## config.mk

```make
export PLATFORM = sky130hd
export DESIGN_NAME = clk_div_multi
export DESIGN_NICKNAME = d
export VERILOG_FILES = /design/src/rtl/clk_div_pkg.sv /design/src/rtl/clk_div_ch.sv /design/src/rtl/clk_div_multi.sv
export SDC_FILE = /design/constraint.sdc
export NUM_CORES = 1
export LEC_CHECK = 0
export ABC_AREA = 0
export CELL_PAD_IN_SITES_DETAIL_PLACEMENT = 0
export CELL_PAD_IN_SITES_GLOBAL_PLACEMENT = 1
export CORE_ASPECT_RATIO = 0.8
export CORE_MARGIN = 2
export CORE_UTILIZATION = 45
export CTS_BUF_LIST = sky130_fd_sc_hd__clkbuf_2
export CTS_CLUSTER_SIZE = 28
export DETAILED_ROUTE_END_ITERATION = 10
export PLACE_DENSITY = 0.8
export SLEW_MARGIN = 20
export SYNTH_ARGS = -nofsm -noshare
export SYNTH_HDL_FRONTEND = slang
export SYNTH_SLANG_ARGS = --single-unit
```

## constraint.sdc

```tcl
create_clock -name clk -period 4.49 [get_ports clk]
set_input_delay 0.449 -clock clk [delete_from_list [all_inputs] [get_ports clk]]
set_output_delay 0.449 -clock clk [all_outputs]
set_load 0.02 [all_outputs]
```

## src/rtl/clk_div_pkg.sv

```systemverilog
// clk_div_pkg: shared defaults and helpers for the multi-channel divider.
// Holds the CNT_W/DIV_RST defaults and the channel-index width function.
package clk_div_pkg;

  localparam int CNT_W_DEF   = 32;
  localparam int DIV_RST_DEF = 25_000_000;

  // Width of a channel index; never narrower than one bit.
  function automatic int ch_w(input int n);
    return (n > 1) ? $clog2(n) : 1;
  endfunction

endpackage

```

## src/rtl/clk_div_ch.sv

```systemverilog
// clk_div_ch: one divider channel with a pending divisor applied at wrap.
// Ports: clk, rst_n, en, wr (load strobe), val (divisor),
//   duty_val (only with CLK_DIV_MULTI_PWM_EN), tick, clk_out.
module clk_div_ch
  import clk_div_pkg::*;
#(
  parameter int CNT_W   = CNT_W_DEF,
  parameter int DIV_RST = DIV_RST_DEF
) (
  input  logic             clk,
  input  logic             rst_n,
  input  logic             en,
  input  logic             wr,
  input  logic [CNT_W-1:0] val,
`ifdef CLK_DIV_MULTI_PWM_EN
  input  logic [CNT_W-1:0] duty_val,
`endif
  output logic             tick,
  output logic             clk_out
);

  localparam logic [CNT_W-1:0] ONE = CNT_W'(1);

  // A zero divisor behaves as one.
  localparam logic [CNT_W-1:0] DIV_INIT =
    (DIV_RST < 1) ? ONE : CNT_W'(DIV_RST);

  logic [CNT_W-1:0] cnt;
  logic [CNT_W-1:0] div;
  logic [CNT_W-1:0] pdiv;
  logic             pend;
  logic [CNT_W-1:0] val_eff;
  logic [CNT_W-1:0] cnt_nxt;
  logic             wrap;

  always_comb begin
    val_eff = (val == '0) ? ONE : val;
    // >= keeps the counter bounded even if div ever shrank under it.
    wrap    = en && (cnt >= div - ONE);
    cnt_nxt = wrap ? '0 : cnt + ONE;
  end

  always_ff @(posedge clk or negedge rst_n) begin
    if (!rst_n) begin
      cnt  <= '0;
      div  <= DIV_INIT;
      pdiv <= DIV_INIT;
      pend <= 1'b0;
      tick <= 1'b0;
    end else begin
      tick <= wrap;
      if (en) begin
        cnt <= cnt_nxt;
      end
      // Old pending value lands at this wrap; a write in the
      // same cycle stays pending for the following wrap.
      if (wrap && pend) begin
        div <= pdiv;
      end
      if (wr) begin
        pdiv <= val_eff;
        pend <= 1'b1;
      end else if (wrap) begin
        pend <= 1'b0;
      end
    end
  end

`ifdef CLK_DIV_MULTI_PWM_EN
  localparam logic [CNT_W-1:0] DUTY_INIT =
    CNT_W'(DIV_RST / 2);

  logic [CNT_W-1:0] duty;
  logic [CNT_W-1:0] pduty;
  logic [CNT_W-1:0] duty_nxt;

  always_comb begin
    duty_nxt = (wrap && pend) ? pduty : duty;
  end

  always_ff @(posedge clk or negedge rst_n) begin
    if (!rst_n) begin
      duty    <= DUTY_INIT;
      pduty   <= DUTY_INIT;
      clk_out <= 1'b0;
    end else begin
      duty <= duty_nxt;
      if (wr) begin
        pduty <= duty_val;
      end
      // Registered compare of the values that hold after this edge.
      if (en) begin
        clk_out <= (cnt_nxt < duty_nxt);
      end
    end
  end
`else
  always_ff @(posedge clk or negedge rst_n) begin
    if (!rst_n) begin
      clk_out <= 1'b0;
    end else if (wrap) begin
      clk_out <= ~clk_out;
    end
  end
`endif

endmodule

```

## src/rtl/clk_div_multi.sv

```systemverilog
// clk_div_multi: NUM_CH independent clock dividers with runtime divisor.
// Ports: clk, rst_n, en[NUM_CH], div_wr, div_ch, div_val, div_ack,
//   tick[NUM_CH], clk_out[NUM_CH]; duty_val if CLK_DIV_MULTI_PWM_EN.
module clk_div_multi
  import clk_div_pkg::*;
#(
  parameter int NUM_CH  = 2,
  parameter int CNT_W   = CNT_W_DEF,
  parameter int DIV_RST = DIV_RST_DEF
) (
  input  logic                      clk,
  input  logic                      rst_n,
  input  logic [NUM_CH-1:0]         en,
  input  logic                      div_wr,
  input  logic [ch_w(NUM_CH)-1:0]   div_ch,
  input  logic [CNT_W-1:0]          div_val,
`ifdef CLK_DIV_MULTI_PWM_EN
  input  logic [CNT_W-1:0]          duty_val,
`endif
  output logic                      div_ack,
  output logic [NUM_CH-1:0]         tick,
  output logic [NUM_CH-1:0]         clk_out
);

  logic [NUM_CH-1:0] wr_sel;

  // Out-of-range indices match no channel, so they never ack.
  always_comb begin
    wr_sel = '0;
    for (int i = 0; i < NUM_CH; i++) begin
      wr_sel[i] = div_wr && (int'(div_ch) == i);
    end
  end

  always_ff @(posedge clk or negedge rst_n) begin
    if (!rst_n) begin
      div_ack <= 1'b0;
    end else begin
      div_ack <= |wr_sel;
    end
  end

  for (genvar g = 0; g < NUM_CH; g++) begin : g_ch
    clk_div_ch #(
      .CNT_W   (CNT_W),
      .DIV_RST (DIV_RST)
    ) u_ch (
      .clk      (clk),
      .rst_n    (rst_n),
      .en       (en[g]),
      .wr       (wr_sel[g]),
      .val      (div_val),
`ifdef CLK_DIV_MULTI_PWM_EN
      .duty_val (duty_val),
`endif
      .tick     (tick[g]),
      .clk_out  (clk_out[g])
    );
  end

endmodule

```

======== After elaboration in Yosys (flattened, before gate mapping) ========
Cells that the tools add are included.
storage, ports and cells
  register bits ........................... 199
  input bits .............................. 38
  output and inout bits ................... 5
  word-level logic and storage cells ...... 39
cells by class
  add/subtract/negate cells ............... 4
  $lt $le $gt $ge ......................... 2
  mux-type cells .......................... 7
  bitwise operators ....................... 3
  reduce and logical (&&, ||, !) cells .... 10
operators with widths
  kind                     count
  $mux W32                 3
  $add A32 B1 Y32 const B  2
  $ge A32 B32 Y1           2
  $sub A32 B1 Y32 const B  2
  $logic_not A32 Y1        1
  $logic_and A1 B1 Y1      6
  $mux W1                  4
  $reduce_bool A2 Y1       2
  $not A1 Y1               3
  $reduce_or A2 Y1         1

======== Longest topological paths before layout ========
  word-level depth ........................ 5
  mapped depth ............................ 16
  gate-level depth less buffers ........... 15

======== Cells and area by module ========
Synthesis repeated with hierarchy kept, for this count alone.
second synthesis, totals
  cells, all modules ...................... 966
  area, all modules ....................... 10790.3 um^2
modules (own cells, without submodules)
  module                     instances  cells each  area each (um^2)  seq. area each (um^2)
  clk_div_ch (g_ch[1].u_ch)  1          482         5383.9            2507.4
  clk_div_ch (g_ch[0].u_ch)  1          480         5361.4            2507.4
  clk_div_multi              1          4           45.0              25.0

======== Least setup slack after synthesis ========
No wires, ideal clock.
  path type ............................... register -> register
  start point ............................. register g_ch[1].u_ch.div[7]
  end point ............................... register g_ch[1].u_ch.div[10]
  setup time .............................. 0.125 ns
  arrival time ............................ 3.979 ns
  required time ........................... 4.365 ns
  slack ................................... 0.386 ns
  cell stages (with the launch flop) ...... 15
  path buffers ............................ 1
  period minus slack after synthesis ...... 4.104 ns
  path through ............................ dfrtp_1 or4_4 or3_4 or3_4 nand2b_4 or3_1 xor2_1 ha_1 nand4_1 nor4_1 nand2_1 a31oi_1 o211ai_1 buf_2 mux2_2
between the ends
  cells in the longest elaborated chain, start to end .. 4
ends and longest elaborated chain
  what                    line              source
  start, declared         clk_div_ch.sv:29  logic [CNT_W-1:0] div;
  start signal, assigned  clk_div_ch.sv:58  div <= pdiv;
  $sub A32 B1 Y32         clk_div_ch.sv:39  wrap = en && (cnt >= div - ONE);
  $ge A32 B32 Y1          clk_div_ch.sv:39
  $logic_and A1 B1 Y1     clk_div_ch.sv:39
  $logic_and A1 B1 Y1     clk_div_ch.sv:57  if (wrap && pend) begin
Every way passes these cells.
A chain may end at the register's enable or synchronous reset.

======== Worst setup path after layout ========
  start point ............................. register g_ch[1].u_ch.div[7]
  end point ............................... register g_ch[1].u_ch.div[26]
Same word-level chain as after synthesis.

==> impl_metrics.env <==
export IMPL_crit_path_end_kind="flip-flop"
export IMPL_vias_per_cell=5.32
export IMPL_cts_tree="done"
export IMPL_gp_congestion=0.800
export IMPL_dr_pass1_iters=4
export IMPL_cts_sinks=199
export IMPL_syn_area_um2=10600
export IMPL_synth_edf_count=0
export IMPL_start_util_pct=45.5
export IMPL_ys_ff_latch=199
export IMPL_die_area_um2=24800
export IMPL_finalSetupTns_ps=0
export IMPL_p_total_mw=3.33
export IMPL_insertion_delay_ps=780
export IMPL_fp_dieW_um=176
export IMPL_synth_nets=1063
export IMPL_ctsRootBufferMaster="clkbuf_2"
export IMPL_grt_overflow_total=0
export IMPL_drcViolationCount=0
export IMPL_synth_distinct_cells=48
export IMPL_fin_crit_ps=4280
export IMPL_critPathLaunchType="flip-flop"
export IMPL_nets=1117
export IMPL_hp_class="input pin to flip-flop"
export IMPL_synth_top_cells_by_count="dfrtp_1, mux2_2, nor2_1"
export IMPL_areaGrowthSynthToFinish_pct=11.8
export IMPL_synth_mux_area_share_pct=13.4
export IMPL_maxSlewHeadroom_pct=42.7
export IMPL_grt_pass1_wl_um=35600
export IMPL_p_leak_nw=5.62
export IMPL_cp_max_fo=16
export IMPL_antenna_left=0
export IMPL_rows=50
export IMPL_drive_gt1_share_pct=24.2
export IMPL_worst_pin_slew_ps=859
export IMPL_placed_cells=1301
export IMPL_vdd_drop_max_mv=0.197
export IMPL_htree_num_levels=4
export IMPL_grt_max_degree=109
export IMPL_pwr_density_cell_nw_per_um2=281
export IMPL_worstPathRequired_ps=5150
export IMPL_synth_xor_area_share_pct=9.83
export IMPL_vias=7113
export IMPL_fin_cells=1337
export IMPL_fin_util_pct=50.9
export IMPL_clk_path_buf_depth=2
export IMPL_seq_area_frac_synth_pct=47.5
export IMPL_synth_top_area_share_pct=35.6
export IMPL_arrival_ps=4940
export IMPL_netlist_instances=957
export IMPL_synth_simple_area_share_pct=15.8
export IMPL_drt_total_wl_um=21300
export IMPL_async_reset_ff_share_pct=100
export IMPL_gr_usage_all_layers_pct=18.0
export IMPL_timing_fmax_mhz=233
export IMPL_final_max_slew_viol_count=0
export IMPL_path_class="flip-flop to flip-flop"
export IMPL_cts_buffers=17
export IMPL_dp_slack_ps=34.5
export IMPL_cap_violations=0
export IMPL_ioPinCount=43
export IMPL_io_buffers=42
export IMPL_grt_pass1_vias=6849
export IMPL_synth_compound_area_share_pct=3.78
export IMPL_fin_crit_sh_pct=95.4
export IMPL_fillers=2152
export IMPL_synth_most_common_cell="dfrtp_1"
export IMPL_skew_ps=52.4
export IMPL_final_setup_viol_count=0
export IMPL_dpl_hpwl_um=15500
export IMPL_ys_warn_count=0
export IMPL_synth_top_family_by_area="simple AND/OR/NAND/NOR gates"
export IMPL_die_h_um=141
export IMPL_antenna_found_initial=1
export IMPL_synthTopCellsByArea="dfrtp_1, mux2_2, dfstp_2"
export IMPL_hold_viol_final=0
export IMPL_core_um2=23300
export IMPL_avgSynthCellArea_um2=11.1
export IMPL_synth_flop_cell="dfrtp_1"
export IMPL_setup_slack_ps=205
export IMPL_synth_top_cell_by_area="dfrtp_1"
export IMPL_drtIter0Drc=447
export IMPL_status="completed"
export IMPL_clkTransAtPathRegs_ps=240
export IMPL_wire_per_inst_um=15.9
export IMPL_synth_adder_area_share_pct=8.03
[worst max-delay path, cell delays in order (launching register included)]
cell and delay, ps:
dfrtp_1 470, or4_4 570, or3_4 380, or3_4 390, nand2b_4 170, or3_1 320, xor2_1 150, ha_1 270
nand4_1 150, nor2_1 60, a2bb2oi_1 190, nand3_2 160, o211ai_1 200, buf_4 170, clkbuf_16 180, mux2_2 340
[worst paths after layout]
| path | start | endpoint | slack, ps | cells past startpoint |
|---|---|---|---|---|
| setup / recovery | g_ch[1].u_ch.div[7] | g_ch[1].u_ch.div[26] | 210 | 15 |
| hold / removal | div_wr | div_ack | 170 | 1 |
| setup reg to reg | g_ch[1].u_ch.div[7] | g_ch[1].u_ch.div[26] | 210 | 15 |
| hold reg to reg | g_ch[1].u_ch.clk_out | g_ch[1].u_ch.clk_out | 490 | 1 |
| max in group asynchronous | rst_n | g_ch[1].u_ch.pdiv[6] | 3160 | 3 |
| min in group asynchronous | rst_n | g_ch[1].u_ch.cnt[16] | 270 | 2 |
[cells by family after synthesis]
kind of cell,after synthesis
XOR/XNOR,119
flip-flops,199
AO/OA/AOI/OAI,67
adder cells (fa/ha/maj),68
buffers and inverters,39
multiplexers,126
AND/OR/NAND/NOR,339
[routing by layer]
layer | wire length, um | track usage [%]
met2 | 8770 | 25.3
met5 | 0 | 0
met4 | 145 | 3.91
met3 | 1110 | 4.39
met1 | 11300 | 27.8
[what timing repair did]
item,CTS,global route
endpoints found under the hold margin,63,0
setup endpoints to repair,4,127
gates cloned,0,1
setup buffers,0,1
resized for setup,1,17
hold buffers,1,0
pin swaps,0,4
[final cells by class]
cell class	instances	area [um2]	area share (%)
Tap cell	312	390	3.29
Antenna cell	1	2.50	0.0211
Inverter	11	41.3	0.348
Clock inverter	12	154	1.30
Multi-Input combinational cell	719	5480	46.2
Timing Repair Buffer	63	643	5.43
Clock buffer	20	100	0.845
Sequential cell	199	5040	42.5
[state kept, by name, indices dropped and copies added, names as in the netlist]
| register | cells |
|---|---|
| g_ch.u_ch.div | 64 |
| g_ch.u_ch.pdiv | 64 |
| div_ack | 1 |
| g_ch.u_ch.tick | 2 |
| g_ch.u_ch.clk_out | 2 |
| g_ch.u_ch.pend | 2 |
| g_ch.u_ch.cnt | 64 |
[power breakdown]
| part | switching (mW) | total, mW | internal [mW] |
|---|---|---|---|
| clock network | 0.613 | 0.930 | 0.317 |
| registers | 0.119 | 2.07 | 1.95 |
| logic | 0.155 | 0.327 | 0.172 |
[cells in the final DEF, fill, tap and decap left out, types with 25 or more instances in the layout]
master	count
xnor2_1	66
nand3_1	32
dfrtp_1	151
nor4_1	26
clkdlybuf4s50_1	41
nor2_1	109
nand2_1	65
nand4_1	25
mux2_2	125
a21oi_1	30
xor2_1	53
dfstp_2	48
ha_1	68
[stage by stage]
stage / cell area (um2) / hold WS [ps]
after global routing: 11900 / 50.4
after floorplan: 10600 / 153
after CTS: 11700 / 71.2
final: 11900 / 170
after global placement: 11500 / 465
after detailed placement: 11500 / 464
No activity file was read; power rests on OpenSTA's default activity.
